$ cat src/rtl/pong_game_ctrl_if.sv
// Signal bundle between the Pong sequencer and the start button, ball/paddle
// controllers and score display; the sequencer connects through the slave modport.
interface pong_game_ctrl_if;
   logic       i_start;
   logic [5:0] i_ball_x;
   logic [5:0] i_ball_y;
   logic [5:0] i_paddle1_y;
   logic [5:0] i_paddle2_y;
   logic       o_game_active;
   logic [3:0] o_p1_score;
   logic [3:0] o_p2_score;
   logic       o_point_pulse;
   logic [1:0] o_winner;
   logic [1:0] o_state;

   modport master (
      output i_start, i_ball_x, i_ball_y, i_paddle1_y, i_paddle2_y,
      input  o_game_active, o_p1_score, o_p2_score, o_point_pulse, o_winner, o_state
   );

   modport slave (
      input  i_start, i_ball_x, i_ball_y, i_paddle1_y, i_paddle2_y,
      output o_game_active, o_p1_score, o_p2_score, o_point_pulse, o_winner, o_state
   );
endinterface

$ cat src/rtl/pong_game_ctrl.sv
// Pong match sequencer: serves on the start edge, awards points on wall misses,
// pauses between points and declares a winner at the score limit.
module pong_game_ctrl #(
   parameter int c_game_width    = 40,
   parameter int c_game_height   = 30,
   parameter int c_paddle_height = 6,
   parameter int c_score_limit   = 9,
   parameter int c_serve_delay   = 25000000
) (
   input logic        i_clk,
   input logic        i_rst_n,
   pong_game_ctrl_if.slave game
);

   localparam int                 c_cnt_w       = (c_serve_delay > 1) ? $clog2(c_serve_delay) : 1;
   localparam logic [c_cnt_w-1:0] c_cnt_last    = c_cnt_w'(c_serve_delay - 1);
   localparam logic [5:0]         c_right_col   = 6'(c_game_width - 1);
   localparam logic [6:0]         c_paddle_span = 7'(c_paddle_height - 1);
   localparam logic [3:0]         c_limit       = 4'(c_score_limit);

   if (c_score_limit < 1 || c_score_limit > 15) begin : g_bad_limit
      $error("pong_game_ctrl: c_score_limit must be 1..15");
   end
   if (c_paddle_height > c_game_height) begin : g_bad_paddle
      $error("pong_game_ctrl: paddle taller than the board");
   end

   typedef enum logic [1:0] {
      IDLE      = 2'b00,
      RUNNING   = 2'b01,
      POINT     = 2'b10,
      GAME_OVER = 2'b11
   } state_t;

   state_t             state;
   logic               start_d;
   logic [c_cnt_w-1:0] serve_cnt;
   logic               game_active;
   logic               point_pulse;
   logic [3:0]         p1_score;
   logic [3:0]         p2_score;
   logic [1:0]         winner;

   logic start_edge;
   logic hit1;
   logic hit2;
   logic left_miss;
   logic right_miss;

   // Hit ranges use a 7-bit sum so a paddle near row 63 does not wrap to the top.
   always_comb begin
      start_edge = game.i_start & ~start_d;
      hit1 = ({1'b0, game.i_ball_y} >= {1'b0, game.i_paddle1_y}) &&
             ({1'b0, game.i_ball_y} <= ({1'b0, game.i_paddle1_y} + c_paddle_span));
      hit2 = ({1'b0, game.i_ball_y} >= {1'b0, game.i_paddle2_y}) &&
             ({1'b0, game.i_ball_y} <= ({1'b0, game.i_paddle2_y} + c_paddle_span));
      left_miss  = (game.i_ball_x == 6'd0) && !hit1;
      right_miss = (game.i_ball_x == c_right_col) && !hit2;
   end

   always_ff @(posedge i_clk or negedge i_rst_n) begin
      if (!i_rst_n) begin
         state       <= IDLE;
         start_d     <= 1'b0;
         serve_cnt   <= '0;
         game_active <= 1'b0;
         point_pulse <= 1'b0;
         p1_score    <= 4'd0;
         p2_score    <= 4'd0;
         winner      <= 2'b00;
      end else begin
         start_d     <= game.i_start;
         point_pulse <= 1'b0;
         case (state)
            IDLE: begin
               if (start_edge) begin
                  state       <= RUNNING;
                  game_active <= 1'b1;
               end
            end
            RUNNING: begin
               if (left_miss) begin
                  if (p2_score != c_limit) p2_score <= p2_score + 4'd1;
                  point_pulse <= 1'b1;
                  game_active <= 1'b0;
                  serve_cnt   <= '0;
                  state       <= POINT;
               end else if (right_miss) begin
                  if (p1_score != c_limit) p1_score <= p1_score + 4'd1;
                  point_pulse <= 1'b1;
                  game_active <= 1'b0;
                  serve_cnt   <= '0;
                  state       <= POINT;
               end
            end
            POINT: begin
               if (serve_cnt == c_cnt_last) begin
                  serve_cnt <= '0;
                  if (p1_score == c_limit || p2_score == c_limit) begin
                     winner <= (p1_score == c_limit) ? 2'b01 : 2'b10;
                     state  <= GAME_OVER;
                  end else begin
                     game_active <= 1'b1;
                     state       <= RUNNING;
                  end
               end else begin
                  serve_cnt <= serve_cnt + c_cnt_w'(1);
               end
            end
            GAME_OVER: begin
               if (start_edge) begin
                  p1_score    <= 4'd0;
                  p2_score    <= 4'd0;
                  winner      <= 2'b00;
                  game_active <= 1'b1;
                  state       <= RUNNING;
               end
            end
            default: state <= IDLE;
         endcase
      end
   end

   assign game.o_game_active = game_active;
   assign game.o_p1_score    = p1_score;
   assign game.o_p2_score    = p2_score;
   assign game.o_point_pulse = point_pulse;
   assign game.o_winner      = winner;
   assign game.o_state       = state;

endmodule

$ cat src/flat_wrapper.sv
// flat-port wrapper written by rule: the top's interface ports become plain ports
module pong_game_ctrl_flat 
#(
   parameter int c_game_width    = 40,
   parameter int c_game_height   = 30,
   parameter int c_paddle_height = 6,
   parameter int c_score_limit   = 9,
   parameter int c_serve_delay   = 25000000
)
  (i_clk, i_rst_n, game_i_start, game_i_ball_x, game_i_ball_y, game_i_paddle1_y, game_i_paddle2_y, game_o_game_active, game_o_p1_score, game_o_p2_score, game_o_point_pulse, game_o_winner, game_o_state);
  pong_game_ctrl_if game_i ();
  input logic i_clk;
  input logic i_rst_n;
  input wire logic [$bits(game_i.i_start)-1:0] game_i_start;
  input wire logic [$bits(game_i.i_ball_x)-1:0] game_i_ball_x;
  input wire logic [$bits(game_i.i_ball_y)-1:0] game_i_ball_y;
  input wire logic [$bits(game_i.i_paddle1_y)-1:0] game_i_paddle1_y;
  input wire logic [$bits(game_i.i_paddle2_y)-1:0] game_i_paddle2_y;
  output wire logic [$bits(game_i.o_game_active)-1:0] game_o_game_active;
  output wire logic [$bits(game_i.o_p1_score)-1:0] game_o_p1_score;
  output wire logic [$bits(game_i.o_p2_score)-1:0] game_o_p2_score;
  output wire logic [$bits(game_i.o_point_pulse)-1:0] game_o_point_pulse;
  output wire logic [$bits(game_i.o_winner)-1:0] game_o_winner;
  output wire logic [$bits(game_i.o_state)-1:0] game_o_state;
  assign game_i.i_start = game_i_start;
  assign game_i.i_ball_x = game_i_ball_x;
  assign game_i.i_ball_y = game_i_ball_y;
  assign game_i.i_paddle1_y = game_i_paddle1_y;
  assign game_i.i_paddle2_y = game_i_paddle2_y;
  assign game_o_game_active = game_i.o_game_active;
  assign game_o_p1_score = game_i.o_p1_score;
  assign game_o_p2_score = game_i.o_p2_score;
  assign game_o_point_pulse = game_i.o_point_pulse;
  assign game_o_winner = game_i.o_winner;
  assign game_o_state = game_i.o_state;
  pong_game_ctrl #(.c_game_width(c_game_width), .c_game_height(c_game_height), .c_paddle_height(c_paddle_height), .c_score_limit(c_score_limit), .c_serve_delay(c_serve_delay)) u_core (.i_clk(i_clk), .i_rst_n(i_rst_n), .game(game_i));
endmodule
$ cat config.mk
export PLATFORM = sky130hd
export DESIGN_NAME = pong_game_ctrl_flat
export DESIGN_NICKNAME = d
export VERILOG_FILES = /design/src/rtl/pong_game_ctrl_if.sv /design/src/rtl/pong_game_ctrl.sv /design/src/flat_wrapper.sv
export SDC_FILE = /design/constraint.sdc
export NUM_CORES = 1
export LEC_CHECK = 0
export ABC_AREA = 1
export BUFFER_PORTS_ARGS = -buffer_cell sky130_fd_sc_hd__buf_2
export CAP_MARGIN = 20
export CORE_ASPECT_RATIO = 0.6
export CORE_MARGIN = 2
export CORE_UTILIZATION = 42
export DETAILED_ROUTE_END_ITERATION = 8
export HOLD_SLACK_MARGIN = 0.12
export MAX_ROUTING_LAYER = met4
export PLACE_DENSITY = 0.62
export SYNTH_ARGS = -nofsm -noshare
export SYNTH_HDL_FRONTEND = slang
export SYNTH_SLANG_ARGS = --single-unit
$ cat constraint.sdc
create_clock -name i_clk -period 2.2 [get_ports i_clk]
set_clock_uncertainty 0.2 [all_clocks]
set_input_delay 0.22 -clock i_clk [delete_from_list [all_inputs] [get_ports i_clk]]
set_output_delay 0.22 -clock i_clk [all_outputs]
set_load 0.01 [all_outputs]
# Yosys cells after proc, flatten, opt, wreduce, memory -nomap -nowiden
# Index checks and enable logic that the tools add are counted.
# totals
ff_bits,40
in_bits,27
out_inout_bits,14
elab_cells,90
# classes
n_addsub,5
magnitude_cmp,4
eq_ne,20
mux,32
bitwise_logic,2
reduce_logical,19
# ops
cell,count
two-way mux 25 bit,3
case mux 25 bit (2 select lines),1
adder 25 x 1 -> 25 bit (second input constant),1
equality test 25 bit (second input constant),1
two-way mux 4 bit,6
two-way mux 2 bit,9
inequality test 2 x 1 -> 1 bit (second input constant),8
case mux 4 bit (2 select lines),2
adder 6 x 3 -> 7 bit (second input constant),2
<= comparator 6 x 7 -> 1 bit,2
greater-or-equal comparator 6 bit,2
AND reduction 4 bit,3
adder 4 x 1 -> 4 bit (second input constant),2
equality test 4 bit (second input constant),2
two-way mux 1 bit,8
inequality test 4 bit (second input constant),2
equality test 6 bit (second input constant),1
logical NOT 6 bit,1
case mux 2 bit (3 select lines),1
nonzero test 2 bit,3
AND reduction 5 bit,1
equality test 2 bit (second input constant),2
logical AND 1 bit,4
inequality test 2 bit (second input constant),2
other kinds (12),13

# Logic depth before layout (Yosys ltp)
# logic_depth
ltp_word,8
mapped_depth,20
mapped_depth_nobuf,18

# Least setup slack after synthesis
# OpenSTA, ideal clock, no wires.
# synth_timing
kind,input port to flip-flop
from,input game_i_paddle2_y[0]
to,register u_core.serve_cnt[7]
setup_ns,0.074
arrival_ns,2.128
required_ns,1.926
slack_ns,-0.201
stages,19
path_buffers,2
cell_sequence,inv_1 > o21ai_0 > nand3_1 > xor2_1 > ha_1 > inv_1 > nor2_1 > nand3_1 > nand2_1 > inv_1 > nand2_1 > nand2_1 > a21oi_2 > nand2_4 > nand2_4 > buf_6 > buf_6 > nand2_1 > o21ai_2
# synth_via
elab_chain_cells,7
elab_cells_between_ends,8
classes_between,add/sub: 1; order compare: 2; eq/ne: 1; reduce/logical: 4
# synth_lines
element,line_no,source
start: declaration,flat_wrapper.sv:18,input wire logic [$bits(game_i.i_paddle2_y)-1:0] game_i_paddle2_y;
adder 6 x 3 -> 7 bit,pong_game_ctrl.sv:56,"({1'b0, game.i_ball_y} <= ({1'b0, game.i_paddle2_y} + c_paddle_span));"
<= comparator 6 x 7 -> 1 bit,pong_game_ctrl.sv:56,
logical AND 1 bit *,pong_game_ctrl.sv:55,"hit2 = ({1'b0, game.i_ball_y} >= {1'b0, game.i_paddle2_y}) &&"
logical NOT 1 bit *,pong_game_ctrl.sv:58,right_miss = (game.i_ball_x == c_right_col) && !hit2;
logical AND 1 bit *,pong_game_ctrl.sv:58,
inequality test 3 x 1 -> 1 bit (no source line) *,--,
AND reduction 2 bit (no source line) *,--,
end signal: assignment,pong_game_ctrl.sv:107,serve_cnt <= serve_cnt + c_cnt_w'(1);
end: declaration,pong_game_ctrl.sv:37,logic [c_cnt_w-1:0] serve_cnt;
# Mark *: on every way between the ends. The rest lies on a longest branch, timed or not.
# A chain may end at the register's enable or synchronous reset.

# Final worst setup path
# layout_timing
from,input game_i_paddle2_y[2]
to,register u_core.serve_cnt[22]
# The elaborated chain is that of the path after synthesis.

==> metrics.md <==
| Metric | Value |
|---|---|
| Status | `complete, but fails checks` |
| Failing checks | `negative setup slack` |
| Die ar. | `about 0.009 sq mm` |
| Remaining antenna violation count after routing | `0` |
| Register area | `roughly 0.0010 sq mm` |
| Hold Vio Cnt, Final | `0` |
| Overall power | `0.00445 W` |
| Drt first pass iters | `5` |
| Comb power frac | `60.7%` |
| Max FO, Critical Path | `4` |
| Fin. max-slew vios | `0` |
| Worst R2R Setup Slack | `around 0.03 ns` |
| Crit share post-route | `104%` |
| Main flop type after synthesis | `dfrtp_1` |
| Clock transition at path regs | `approximately 0.07 ns` |
| Seq/Total Area, Yosys | `approximately 29%` |
| Ant. Diodes | `0` |
| Crit Path Class | `in2reg` |
| Sw power | `about 0.002 W` |
| Clk root buf | `clkbuf_16` |
| Final setup viols | `26` |
| GRT overflow | `0` |
| CORE AREA | `between 0.007 and 0.008 sq mm` |
| Filler cells | `roughly 740` |
| # rows | `25` |
| Met1 Usage GRT | `37.4%` |
| H-tree depth | `2` |
| M3 GR Usage | `about 4.6%` |
| Hold WC Path Type | `in2reg` |
| #FFs+latches synth | `40` |
| Drt total wl | `10100 um` |
| RSZ-0062 raised after global routing | `yes` |
| GRT Total Usage | `24.7%` |
| Multi-input gate area | `0.00239 sq mm` |
| Count of cell types in the netlist | `37` |
| Critical R2R Launch | `u_core.serve_cnt[19]` |
| Initial core utilization | `43.7%` |
| First-pass GRT wire length | `16500 um` |
| Slew margin rel. | `around three fifths` |
| Syn_nets | `roughly 550` |
| Worst Slack Setup Final | `-0.0800 ns` |
| Peak VDD IR | `between 600 and 700 uV` |
| Avg Inst Size Synth | `just over 7 sq um` |
| Type of destination of the critical path | `flip-flop` |
| Die width | `~120 um` |
| Post-synth EDFFs | `0` |
| 1st-iter DRT viols | `305` |
| Switch share | `44.1%` |
| Vias | `3544` |
| GRT busiest layer | `met1` |
| Placer Congestion | `~0.95` |
| Reg power frac | `around 22%` |
| Antenna violations before repair | `0` |
| Via-to-Cell Ratio | `about 5.3` |
| Min-delay src | `game_i_ball_x[4]` |
| IO Port Bufs | `40` |
| Post-Synthesis Cell Area | `0.00347 sq mm` |
| Reg-to-reg endpoint | `u_core.game.o_game_active` |
| Pwr per Cell Area | `~960 mW/mm^2` |
| Cells after Synth | `slightly below 500` |
| Worst Hold Depth | `5` |
| LEAKAGE | `between 2 and 2.5 nW` |
| Vias in the first global route | `3281` |
| Met2 Usage GRT | `around 32%` |
| Area growth syn-to-layout | `33.5%` |
| CP required | `around 2.2 ns` |
| Hold EP | `u_core.game.o_point_pulse` |
| Worst skew pair latency | `~0.30 ns` |
| Synth Warn # | `0` |
| CTS sink cnt | `40` |
| Clock buffer depth | `2` |
| Ys async rst share | `100%` |
| Max-Cap Viols | `0` |
| CTS buffer count | `5` |
| # nets final | `~630` |
| Power Internal | `between 0.002 and 0.0025 W` |
| Largest net degree at the start of global routing | `27` |
| Setup crit start kind | `primary input` |
| Arr. time, crit path | `about 2.3 ns` |
| R2R cell count | `10` |
| Final HPWL DP | `7450 um` |
| Clock power share | `between 10% and 20%` |
| Layout cells sized above 1 | `29.6%` |
| Post-layout min period | `2.28 ns` |
| Wire per inst | `roughly 15 um` |
| DRC viols | `0` |
| Worst-Margin Slew | `a little over 0.6 ns` |
| I/O Pins | `41` |
| Pre-CTS setup slack | `-0.418 ns` |
| F_max | `between 400 and 500 MHz` |
| CTS tree | `built` |
| Die Ht | `74.4 um` |
==> through the flow <==
step	TNS, ns	hold slack, ns	std cells	instance area (sq um)	utilization, %
detailed placement	-13.00	0.0669	656	4090	51.4
global route	-4.99	0.241	675	4630	58.3
floorplan	-3.61	-0.276	484	3520	-
global placement	-10.39	0.0649	656	4090	51.4
finish	-1.58	0.207	675	4630	58.3
CTS	-0.444	0.147	673	4470	56.2
==> cell usage after synthesis, types with 5 or more instances <==
cell type,count,share of area (%)
o21ai_0,11,1.6
o21ai_1,8,1.2
ha_1,34,12
nor3_1,14,2.0
nor2_1,33,3.6
xor2_1,19,4.8
nand3_1,47,6.8
o21ai_2,15,3.8
or2_2,5,0.90
dfrtp_1,40,29
a21oi_1,14,2.0
nand4_1,15,2.7
inv_1,59,6.4
nand2_1,127,14
==> power groups by stage <==
| stage | Sequential [W] | Clock [W] | Combinational (W) |
|---|---|---|---|
| 2_1_floorplan | 0.00104 | 0 | 0.00118 |
| 3_3_place_gp | 0.000998 | 0 | 0.00186 |
| 3_5_place_dp | 0.00100 | 0 | 0.00190 |
| 4_1_cts | 0.000989 | 0.000778 | 0.00242 |
| 5_1_grt | 0.00101 | 0.000806 | 0.00292 |
| 6_report | 0.000990 | 0.000759 | 0.00270 |
==> how the worst max path moves through the flow <==
stage	from	to	slack, ns
final	game_i_paddle2_y[2]	u_core.serve_cnt[22]	-0.08
after global routing	game_i_paddle2_y[1]	u_core.serve_cnt[12]	-0.17
after CTS	game_i_paddle1_y[1]	u_core.serve_cnt[24]	-0.08
after detailed placement	game_i_paddle2_y[0]	u_core.serve_cnt[15]	-0.42
after global placement	game_i_paddle2_y[0]	u_core.serve_cnt[15]	-0.34
after floorplan	game_i_paddle2_y[0]	u_core.serve_cnt[12]	-0.16
==> kinds of logic (layout without fill, tap and decap cells) <==
kind of cell | after synthesis | count (layout) | share of synthesized area, %
simple gates | 261 | 262 | 34.4
buf+inv | 72 | 154 | 8.80
compound gates | 56 | 56 | 10.3
flops | 40 | 40 | 28.8
fa+ha+maj | 34 | 34 | 12.3
xor+xnor | 21 | 21 | 5.30
==> flip-flops by register name, summed over array words and instances (netlist names) <==
name,count
u_core.game.o_winner,2
u_core.game.o_p1_score,4
u_core.game.o_point_pulse,1
u_core.start_d,1
u_core.game.o_p2_score,4
u_core.game.o_game_active,1
u_core.serve_cnt,25
u_core.game.o_state,2
==> placed cells by master, fill, tap and decap left out, types with 14 or more instances in the layout <==
master,count
inv_1,56
ha_1,32
buf_2,36
nand4_1,15
nor3_1,14
nand3_1,44
nor2_1,31
xor2_1,18
buf_4,29
o21ai_2,23
nand2_1,103
dfrtp_1,40
nand2_2,19
==> worst max-delay path: stages <==
cell       delay, ns
buf_2           0.13
inv_1           0.09
o21ai_2         0.08
nand3_1         0.11
xor2_1          0.15
ha_1            0.31
inv_1           0.05
nor2_2          0.11
nand3_1         0.08
nand2_1         0.06
inv_1           0.04
nand2_1         0.08
nand2_2         0.08
a21oi_4         0.21
nand2_8         0.10
nand2_4         0.16
clkbuf_16       0.17
o21ai_2         0.05
==> metal layers <==
metal / wire [um] / vias to the layer above
met3: 686 / 15
met2: 3840 / 124
met5: 0 / -
li1: - / 1752
met1: 5430 / 1653
met4: 157 / 0
==> area by class of cell <==
class | instances | share of cell area, %
inverters | 62 | 5.02
clock inverters | 3 | 0.513
repair buffers | 84 | 15.7
well taps | 108 | 2.92
clock buffers | 5 | 2.70
flip-flops and latches | 40 | 21.6
multi-input cells | 373 | 51.6
==> what timing repair did <==
action / in CTS / in global routing
hold buffers: 4 / 0
setup buffers: 2 / 0
cloned: 3 / 3
hold endpoints to repair: 27 / 0
endpoints found under the setup margin: 31 / 38
pin swaps: 22 / 19
resized for setup: 28 / 37
No activity file was read; power rests on OpenSTA's default activity.
